File: src/rtl/alu_unit.sv
// C-bus ALU: single-cycle arithmetic/shift ops plus a multi-cycle shift-add multiply,
// sequenced by a start/busy/done handshake with the control unit.
module alu_unit #(
    parameter int WIDTH   = 19,
    parameter int MUL_CYC = 19
) (
    input  logic             clk,
    input  logic             rst,
    input  logic [WIDTH-1:0] a_bus,
    input  logic [WIDTH-1:0] b_bus,
    input  logic [3:0]       alu_op,
    input  logic             start,
    output logic             busy,
    output logic             done,
    output logic [WIDTH-1:0] c_out,
    output logic             z_flag
);

    localparam int CNT_W = (MUL_CYC > 1) ? $clog2(MUL_CYC) : 1;
    localparam logic [CNT_W-1:0] CNT_LAST = CNT_W'(MUL_CYC - 1);

    localparam logic [3:0] OP_ADD  = 4'b0001;
    localparam logic [3:0] OP_SUB  = 4'b0010;
    localparam logic [3:0] OP_PSA  = 4'b0011;
    localparam logic [3:0] OP_PSB  = 4'b0100;
    localparam logic [3:0] OP_INC  = 4'b0101;
    localparam logic [3:0] OP_DEC  = 4'b0110;
    localparam logic [3:0] OP_SHR1 = 4'b0111;
    localparam logic [3:0] OP_SHL1 = 4'b1000;
    localparam logic [3:0] OP_SHR2 = 4'b1001;
    localparam logic [3:0] OP_MUL  = 4'b1010;
    localparam logic [3:0] OP_CLR  = 4'b1011;

    typedef enum logic {
        S_IDLE = 1'b0,
        S_MUL  = 1'b1
    } state_t;

    state_t           state;
    state_t           state_next;

    logic [WIDTH-1:0] mplier_a;
    logic [WIDTH-1:0] mcand_b;
    logic [WIDTH-1:0] acc;
    logic [CNT_W-1:0] cnt;

    logic [WIDTH-1:0] sc_result;
    logic             sc_load;
    logic [WIDTH-1:0] acc_sum;
    logic             mul_last;

    logic [WIDTH-1:0] c_next;
    logic             z_next;
    logic             done_next;
    logic             busy_next;
    logic [WIDTH-1:0] mplier_next;
    logic [WIDTH-1:0] mcand_next;
    logic [WIDTH-1:0] acc_next;
    logic [CNT_W-1:0] cnt_next;

    assign acc_sum  = acc + (mcand_b[0] ? mplier_a : '0);
    assign mul_last = (cnt == CNT_LAST);

    // Single-cycle result; sc_load stays low for NOP, MUL and reserved codes so c_out/z_flag hold.
    always_comb begin
        sc_result = '0;
        sc_load   = 1'b0;
        case (alu_op)
            OP_ADD:  begin sc_result = a_bus + b_bus;          sc_load = 1'b1; end
            OP_SUB:  begin sc_result = a_bus - b_bus;          sc_load = 1'b1; end
            OP_PSA:  begin sc_result = a_bus;                  sc_load = 1'b1; end
            OP_PSB:  begin sc_result = b_bus;                  sc_load = 1'b1; end
            OP_INC:  begin sc_result = a_bus + WIDTH'(1);      sc_load = 1'b1; end
            OP_DEC:  begin sc_result = a_bus - WIDTH'(1);      sc_load = 1'b1; end
            OP_SHR1: begin sc_result = a_bus >> 1'b1;          sc_load = 1'b1; end
            OP_SHL1: begin sc_result = a_bus << 1'b1;          sc_load = 1'b1; end
            OP_SHR2: begin sc_result = a_bus >> 2'd2;          sc_load = 1'b1; end
            OP_CLR:  begin sc_result = '0;                     sc_load = 1'b1; end
            default: begin sc_result = '0;                     sc_load = 1'b0; end
        endcase
    end

    // State register.
    always_ff @(posedge clk or posedge rst) begin
        if (rst) begin
            state <= S_IDLE;
        end else begin
            state <= state_next;
        end
    end

    // Next-state logic.
    always_comb begin
        state_next = state;
        case (state)
            S_IDLE: begin
                if (start && (alu_op == OP_MUL)) begin
                    state_next = S_MUL;
                end else begin
                    state_next = S_IDLE;
                end
            end
            S_MUL: begin
                if (mul_last) begin
                    state_next = S_IDLE;
                end else begin
                    state_next = S_MUL;
                end
            end
            default: state_next = S_IDLE;
        endcase
    end

    // Output/datapath next values; start and operands are ignored while multiplying.
    always_comb begin
        c_next      = c_out;
        z_next      = z_flag;
        done_next   = 1'b0;
        busy_next   = busy;
        mplier_next = mplier_a;
        mcand_next  = mcand_b;
        acc_next    = acc;
        cnt_next    = cnt;
        case (state)
            S_IDLE: begin
                if (start) begin
                    if (alu_op == OP_MUL) begin
                        mplier_next = a_bus;
                        mcand_next  = b_bus;
                        acc_next    = '0;
                        cnt_next    = '0;
                        busy_next   = 1'b1;
                    end else begin
                        done_next = 1'b1;
                        if (sc_load) begin
                            c_next = sc_result;
                            z_next = (sc_result == '0);
                        end else begin
                            c_next = c_out;
                            z_next = z_flag;
                        end
                    end
                end else begin
                    done_next = 1'b0;
                end
            end
            S_MUL: begin
                acc_next    = acc_sum;
                mplier_next = mplier_a << 1'b1;
                mcand_next  = mcand_b >> 1'b1;
                cnt_next    = cnt + CNT_W'(1);
                if (mul_last) begin
                    c_next    = acc_sum;
                    z_next    = (acc_sum == '0);
                    busy_next = 1'b0;
                    done_next = 1'b1;
                end else begin
                    busy_next = 1'b1;
                end
            end
            default: begin
                busy_next = 1'b0;
            end
        endcase
    end

    // Registered outputs and multiplier working registers.
    always_ff @(posedge clk or posedge rst) begin
        if (rst) begin
            c_out    <= '0;
            z_flag   <= 1'b0;
            done     <= 1'b0;
            busy     <= 1'b0;
            mplier_a <= '0;
            mcand_b  <= '0;
            acc      <= '0;
            cnt      <= '0;
        end else begin
            c_out    <= c_next;
            z_flag   <= z_next;
            done     <= done_next;
            busy     <= busy_next;
            mplier_a <= mplier_next;
            mcand_b  <= mcand_next;
            acc      <= acc_next;
            cnt      <= cnt_next;
        end
    end

endmodule

File: config.mk
export PLATFORM = sky130hd
export DESIGN_NAME = alu_unit
export DESIGN_NICKNAME = d
export VERILOG_FILES = /design/src/rtl/alu_unit.sv
export SDC_FILE = /design/constraint.sdc
export NUM_CORES = 1
export LEC_CHECK = 0
export BUFFER_PORTS_ARGS = -buffer_cell sky130_fd_sc_hd__clkbuf_2
export CAP_MARGIN = 20
export CORE_ASPECT_RATIO = 1.4
export CORE_MARGIN = 10
export CORE_UTILIZATION = 38
export DETAILED_ROUTE_END_ITERATION = 8
export GPL_ROUTABILITY_DRIVEN = 0
export GPL_TIMING_DRIVEN = 0
export SLEW_MARGIN = 25
export SYNTH_ARGS = -nofsm -noshare
export SYNTH_HDL_FRONTEND = slang
export SYNTH_SLANG_ARGS = --single-unit
File: constraint.sdc
create_clock -name clk -period 4.05 [get_ports clk]
set_clock_uncertainty 0.2 [all_clocks]
set_input_delay 0.405 -clock clk [delete_from_list [all_inputs] [get_ports clk]]
set_output_delay 0.405 -clock clk [all_outputs]
set_load 0.01 [all_outputs]
==> results.cfg, run 1 <==
[run_status]
outcome = finished with violations
violations = negative setup slack

[power_and_ir_drop]
intPower_w = 0.00243
vdd_ir_drop_max_v = 0.000219
power_frac_clock_pct = 20.6
power_density_nw_per_um2 = 513
p_sw_w = 0.00194
comb_power_share_pct = 47.8
seq_power_share_pct = 31.6
netSwitchingFraction_pct = 44.4
p_leak_nw = 3.62

[placement]
place_area_um2 = 7860
place_inst = 1213
place_hpwl_um = 20200
pre_cts_ws_ns = -1.02
io_buffers = 64

[clock_tree]
numCtsBuffers = 9
worst_skew_pair.late_latency_ns = 0.37
clock_path_buffers = 2
cts_max_level = 3
cts-root-buf = clkbuf_16
cts_tree = yes
cts_sinks = 85
path_clk_slew_ns = 0.07

[sta]
hold_viol = 0
relSlewSlack_pct = 28.4
setup_viol = 5
period_needed_ns = 4.39
slew_viol_final = 0
fmax_ghz = 0.228
worst_pin_slew_ns = 1.06
fin_ws_ns = -0.344
rsz0062_at_grt = yes
fin_crit_sh_pct = 108

[synth]
ys_seq_area_share_pct = 29.6
synth_common_cells = nand2_1 (129), o21ai_0 (100), dfrtp_1 (85), nor2_1 (59), a21oi_1 (53)
async_flop_share_pct = 100
syn-num-nets = 990
netlist_instances = 904
synth.most_common_cell = nand2_1
yosysWarnings = 0
synth_top_area_cell = dfrtp_1
synth_edf_count = 0
syn_area_per_cell_um2 = 7.95
ys.flop_type = dfrtp_1
ys_ff_latch = 85
yosysTopAreaCellShare_pct = 29.6
synth.distinct_cells = 69
syn-cell-area_um2 = 7190
synthTopCellsByArea = dfrtp_1 (30%), o21ai_0 (7.0%), ha_1 (6.8%)

[run]
drv_cap = 0

[hold_path]
min_from = a_bus[0]
min_path_cells = 3
holdPathEnd = mplier_a[0]$_DFFE_PP0P_
hold_path.class = input pin to register

[route]
vias = 7515
dr.first_iter.drc_count = 884
drt-pass1-iter-count = 6
via_per_inst = 6.02
wl_per_cell_um = 21.1
antenna_left = 0
drc_errors = 0
routed_wl_um = 26400

[grt]
grt_max_degree = 72
grt_overflow = 0
antenna_found_initial = 0
grt_usage_pct = 21.0
grt_pass1_wl_um = 41200
grt_pass1_vias = 7364

[worst_setup_path]
cpMaxStageDelayCell = or3_4
cp_max_fo = 3
max_stage_delay_ns = 0.42
r2r_cells = 13
path_delay_family = simple AND/OR/NAND/NOR gates
critPathLaunchType = input pin
crit_chain = buf_6 -> or3_4 -> nor4b_4 -> nand2_2 -> or3_4 -> or3_4 -> or3_4 -> a31oi_1 -> o21ai_1 -> ha_1 -> a21o_1 -> o41ai_2 -> xor2_1 -> o31a_1 -> o21ai_0 -> o31ai_1
cp.required_ns = 4.12
crit_type = input pin to register
cp.depth = 16
crit_top_cell = or3_4
r2r_end = z_flag$_DFFE_PP0P_
reg2reg_slack_ns = 0.13
crit_arrival_ns = 4.46
end_kind = register
r2r-start = mcand_b[0]$_DFFE_PP0P_
path_buf_inv = 1

[die]
num_rows = 59
io-pin-count = 67
start_util_pct = 38.6
die_h_um = 183
dieArea_um2 = 24900
core_um2 = 18600
die_x_um = 136

[final_layout]
areaGrowthSynthToFinish_pct = 18.5
nets = 1086
postLayoutCellArea_um2 = 8510
fin_cells = 1249
antenna_cells = 0
drive_above_1_share_pct = 16.1
## metal layers
layer / global-route usage [%] / wire (µm) / vias up
li1: - / - / 3543
met1: 24.0 / 10300 / 3624
met2: 36.7 / 13500 / 278
met3: 2.94 / 1350 / 70
met4: 11.1 / 1250 / 0
met5: 0 / 0 / -
## worst max-delay path by stage
stage	endpoint	startpoint	slack, ns
CTS	z_flag$_DFFE_PP0P_	b_bus[1]	-0.23
detailed placement	z_flag$_DFFE_PP0P_	alu_op[0]	-1.02
global route	z_flag$_DFFE_PP0P_	b_bus[1]	-0.52
global placement	z_flag$_DFFE_PP0P_	alu_op[0]	-1.02
floorplan	z_flag$_DFFE_PP0P_	b_bus[0]	-0.12
finish	z_flag$_DFFE_PP0P_	b_bus[1]	-0.34
## worst min-delay path, delay by kind of cell
kind | cells | cell delay (ns)
AO/OA/AOI/OAI | 1 | 0.05
buffers and inverters | 1 | 0.11
AND/OR/NAND/NOR | 1 | 0.06
## sequential cells by signal, indices dropped and copies added (netlist names)
| register | flops |
|---|---|
| acc | 19 |
| c_out | 19 |
| mcand_b | 19 |
| mplier_a | 19 |
| cnt | 5 |
| busy | 1 |
| done | 1 |
| state | 1 |
| z_flag | 1 |
## power by group through the flow
stage          Sequential [W]  Clock [W]  Combinational [W]
6_report              0.00138   0.000902            0.00209
2_1_floorplan         0.00138          0            0.00129
3_5_place_dp          0.00140          0            0.00198
3_3_place_gp          0.00139          0            0.00195
4_1_cts               0.00138   0.000913            0.00203
5_1_grt               0.00142   0.000931            0.00232
## cell families (layout without fill, tap and decap cells)
logic type | after synthesis | count (layout) | synth area share (%)
flip-flops | 85 | 85 | 29.6
multiplexers | 40 | 40 | 5.62
adder cells (fa/ha/maj) | 41 | 41 | 7.35
AND/OR/NAND/NOR | 326 | 326 | 22.3
AO/OA/AOI/OAI | 307 | 307 | 27.6
buffers and inverters | 78 | 179 | 4.21
XOR/XNOR | 27 | 27 | 3.29
## cells in the final DEF (no fill, tap or decap), types with 16 or more instances in the layout
| cell type | count |
|---|---|
| a21o_1 | 17 |
| a21oi_1 | 48 |
| a22oi_1 | 16 |
| a31oi_1 | 18 |
| and2_1 | 24 |
| buf_4 | 19 |
| clkbuf_1 | 40 |
| clkbuf_2 | 65 |
| dfrtp_1 | 85 |
| ha_1 | 39 |
| inv_1 | 22 |
| mux2i_1 | 37 |
| nand2_1 | 125 |
| nand3_1 | 26 |
| nor2_1 | 56 |
| o21ai_0 | 93 |
## repair_timing
item	CTS	global route
endpoints found under the setup margin	9	12
hold buffers	1	0
resized for setup	27	31
pin swaps	29	26
hold endpoints to repair	14	0
buffers inserted	10	9
## cell type report
class	count	area, µm²
Sequential cell	85	2130
Clock buffer	10	239
Buffer	54	226
Fill cell	1885	10100
Timing Repair Buffer	85	531
Tap cell	244	305
Multi-Input combinational cell	741	4920
Inverter	24	95.1
Clock inverter	6	68.8
## stage by stage
stage	total power [W]	util, %	hold WS (ns)	setup TNS, ns
2_1_floorplan	0.00267	-	0.249	-0.316
3_3_place_gp	0.00334	42.1	0.254	-7.26
3_5_place_dp	0.00338	42.3	0.140	-7.29
4_1_cts	0.00433	44.9	0.0922	-0.538
5_1_grt	0.00467	45.8	0.128	-1.86
6_report	0.00437	45.8	0.100	-1.04
No activity file was read; power rests on OpenSTA's default activity.
==> run 2, diff against run 1 <==
--- a/config.mk
+++ b/config.mk
@@ -13,6 +13,7 @@
 export DETAILED_ROUTE_END_ITERATION = 8
 export GPL_ROUTABILITY_DRIVEN = 0
 export GPL_TIMING_DRIVEN = 0
+export PLACE_DENSITY = 0.53
 export SLEW_MARGIN = 25
 export SYNTH_ARGS = -nofsm -noshare
 export SYNTH_HDL_FRONTEND = slang
==> run 2 against run 1 <==
The flow still finishes with violations (negative setup slack). Critical path depth is 1 higher. Wire length is 3.2% higher. Sequential power hardly changed. Register-to-register slack worse by 0.03 ns. Non-clock buffer count is 4 higher. Flip-flop and latch count stayed put. Die area stayed put. First-iteration DRC count is 20% lower. Global-route usage is 0.61 points higher. Total power is 0.86% lower. Hold slack better by 0.0023 ns. Largest power group unchanged.
==> results.cfg, run 2 (synthesis results as in run 1) <==
[run_status]
outcome = finished with violations
violations = negative setup slack

[worst_setup_path]
critPathLaunchType = input pin
cpMaxStageDelayCell = or3_4
cp_max_fo = 3
crit_arrival_ns = 4.45
r2r_cells = 13
cp.required_ns = 4.13
crit_type = input pin to register
end_kind = register
reg2reg_slack_ns = 0.10
crit_chain = buf_8 -> or3_4 -> nor4b_4 -> nand2_2 -> or3_4 -> or3_4 -> or3_4 -> a31oi_1 -> o21ai_1 -> ha_1 -> a21o_1 -> buf_6 -> o41ai_4 -> xor2_2 -> a21oi_2 -> o211a_1 -> o21ai_2
path_buf_inv = 2
path_delay_family = simple AND/OR/NAND/NOR gates
crit_top_cell = or3_4
r2r-start = mcand_b[0]$_DFFE_PP0P_
r2r_end = z_flag$_DFFE_PP0P_
max_stage_delay_ns = 0.41

[final_layout]
areaGrowthSynthToFinish_pct = 20.1
nets = 1090
fin_cells = 1252
final_common_cell = nand2_1
fin_util_pct = 46.4
drive_above_1_share_pct = 17.3
antenna_cells = 0
final_cell_mix = nand2_1 (126), o21ai_0 (93), dfrtp_1 (85)

[sta]
setup_viol = 4
fmax_ghz = 0.229
tns_ns = -1.10
fin_ws_ns = -0.318
rsz0062_at_grt = yes
fin_crit_sh_pct = 108
relSlewSlack_pct = 35.5
period_needed_ns = 4.37
worst_pin_slew_ns = 0.967
slew_viol_final = 0
hold_viol = 0
holdWs_ns = 0.103

[hold_path]
holdPathEnd = mplier_a[0]$_DFFE_PP0P_
min_from = a_bus[0]
min_path_cells = 3
hold_path.class = input pin to register

[grt]
grt_max_degree = 72
grt_pass1_wl_um = 42200
antenna_found_initial = 0
grt_usage_pct = 21.6
grt_overflow = 0
grt_pass1_vias = 7383

[clock_tree]
clock_path_buffers = 2
worst_skew_pair.late_latency_ns = 0.36
cts_max_level = 3
cts-root-buf = clkbuf_16
numCtsBuffers = 9
path_clk_slew_ns = 0.07
cts_tree = yes
cts_sinks = 85

[route]
antenna_left = 0
wl_per_cell_um = 21.8
routed_wl_um = 27200
via_per_inst = 5.92
drc_errors = 0
dr.first_iter.drc_count = 706
drt-pass1-iter-count = 6
vias = 7415

[die]
dieArea_um2 = 24900
core_um2 = 18600
io-pin-count = 67
num_rows = 59
die_h_um = 183
start_util_pct = 38.6
die_x_um = 136

[power_and_ir_drop]
vdd_ir_drop_max_v = 0.000182
power_density_nw_per_um2 = 502
p_leak_nw = 3.63

[placement]
place_hpwl_um = 21100
io_buffers = 64
pre_cts_ws_ns = -1.18
place_inst = 1213

[run]
drv_cap = 0
[run 2: worst reg2reg max path, delay by kind of cell, from the launching register on]
family | cells | cell delay, ns
compound gates | 5 | 1.25
fa+ha+maj | 2 | 0.63
flops | 1 | 0.40
buf+inv | 1 | 0.21
simple gates | 5 | 1.16
[run 2: power breakdown]
group          total, W  switching [W]  leakage, nW  internal, W
clock network  0.000824       0.000406        0.125     0.000419
registers       0.00138       0.000217         1.10      0.00117
logic           0.00213        0.00134         2.41     0.000780
[run 2: how the worst max path moves through the flow]
stage	start	end	slack, ns	cells after the start
floorplan	b_bus[0]	z_flag$_DFFE_PP0P_	-0.12	15
finish	b_bus[1]	c_out[18]$_DFFE_PP0P_	-0.32	17
CTS	b_bus[1]	c_out[18]$_DFFE_PP0P_	-0.25	17
detailed placement	alu_op[0]	z_flag$_DFFE_PP0P_	-1.18	15
global placement	alu_op[0]	z_flag$_DFFE_PP0P_	-1.15	15
global route	b_bus[1]	c_out[18]$_DFFE_PP0P_	-0.43	17
[run 2: layout make-up]
cell class / instances / area [µm²]
plain buffers: 54 / 224
inverters: 24 / 95.1
repair buffers: 89 / 564
well taps: 244 / 305
clock inverters: 6 / 48.8
multi-input cells: 741 / 5040
flip-flops and latches: 85 / 2130
clock buffers: 9 / 225
fillers: 1945 / 9980
[run 2: per-layer routing]
metal | GRT usage [%] | share of wire, %
met1 | 24.6 | 40
met2 | 39.2 | 53
met3 | 3.11 | 4.1
met4 | 8.33 | 3.5
met5 | 0 | 0
[run 2: timing repair]
action | CTS | global route
pin swaps | 21 | 32
resized for setup | 20 | 56
endpoints found under the hold margin | 14 | 0
buffers inserted | 10 | 15
endpoints found under the setup margin | 10 | 11
hold buffers | 1 | 0
[run 2: per-stage QoR]
step,area (µm²),power (W)
global route,8630,0.00467
floorplan,7210,0.00267
CTS,8290,0.00428
detailed placement,7860,0.00341
global placement,7830,0.00339
finish,8630,0.00433
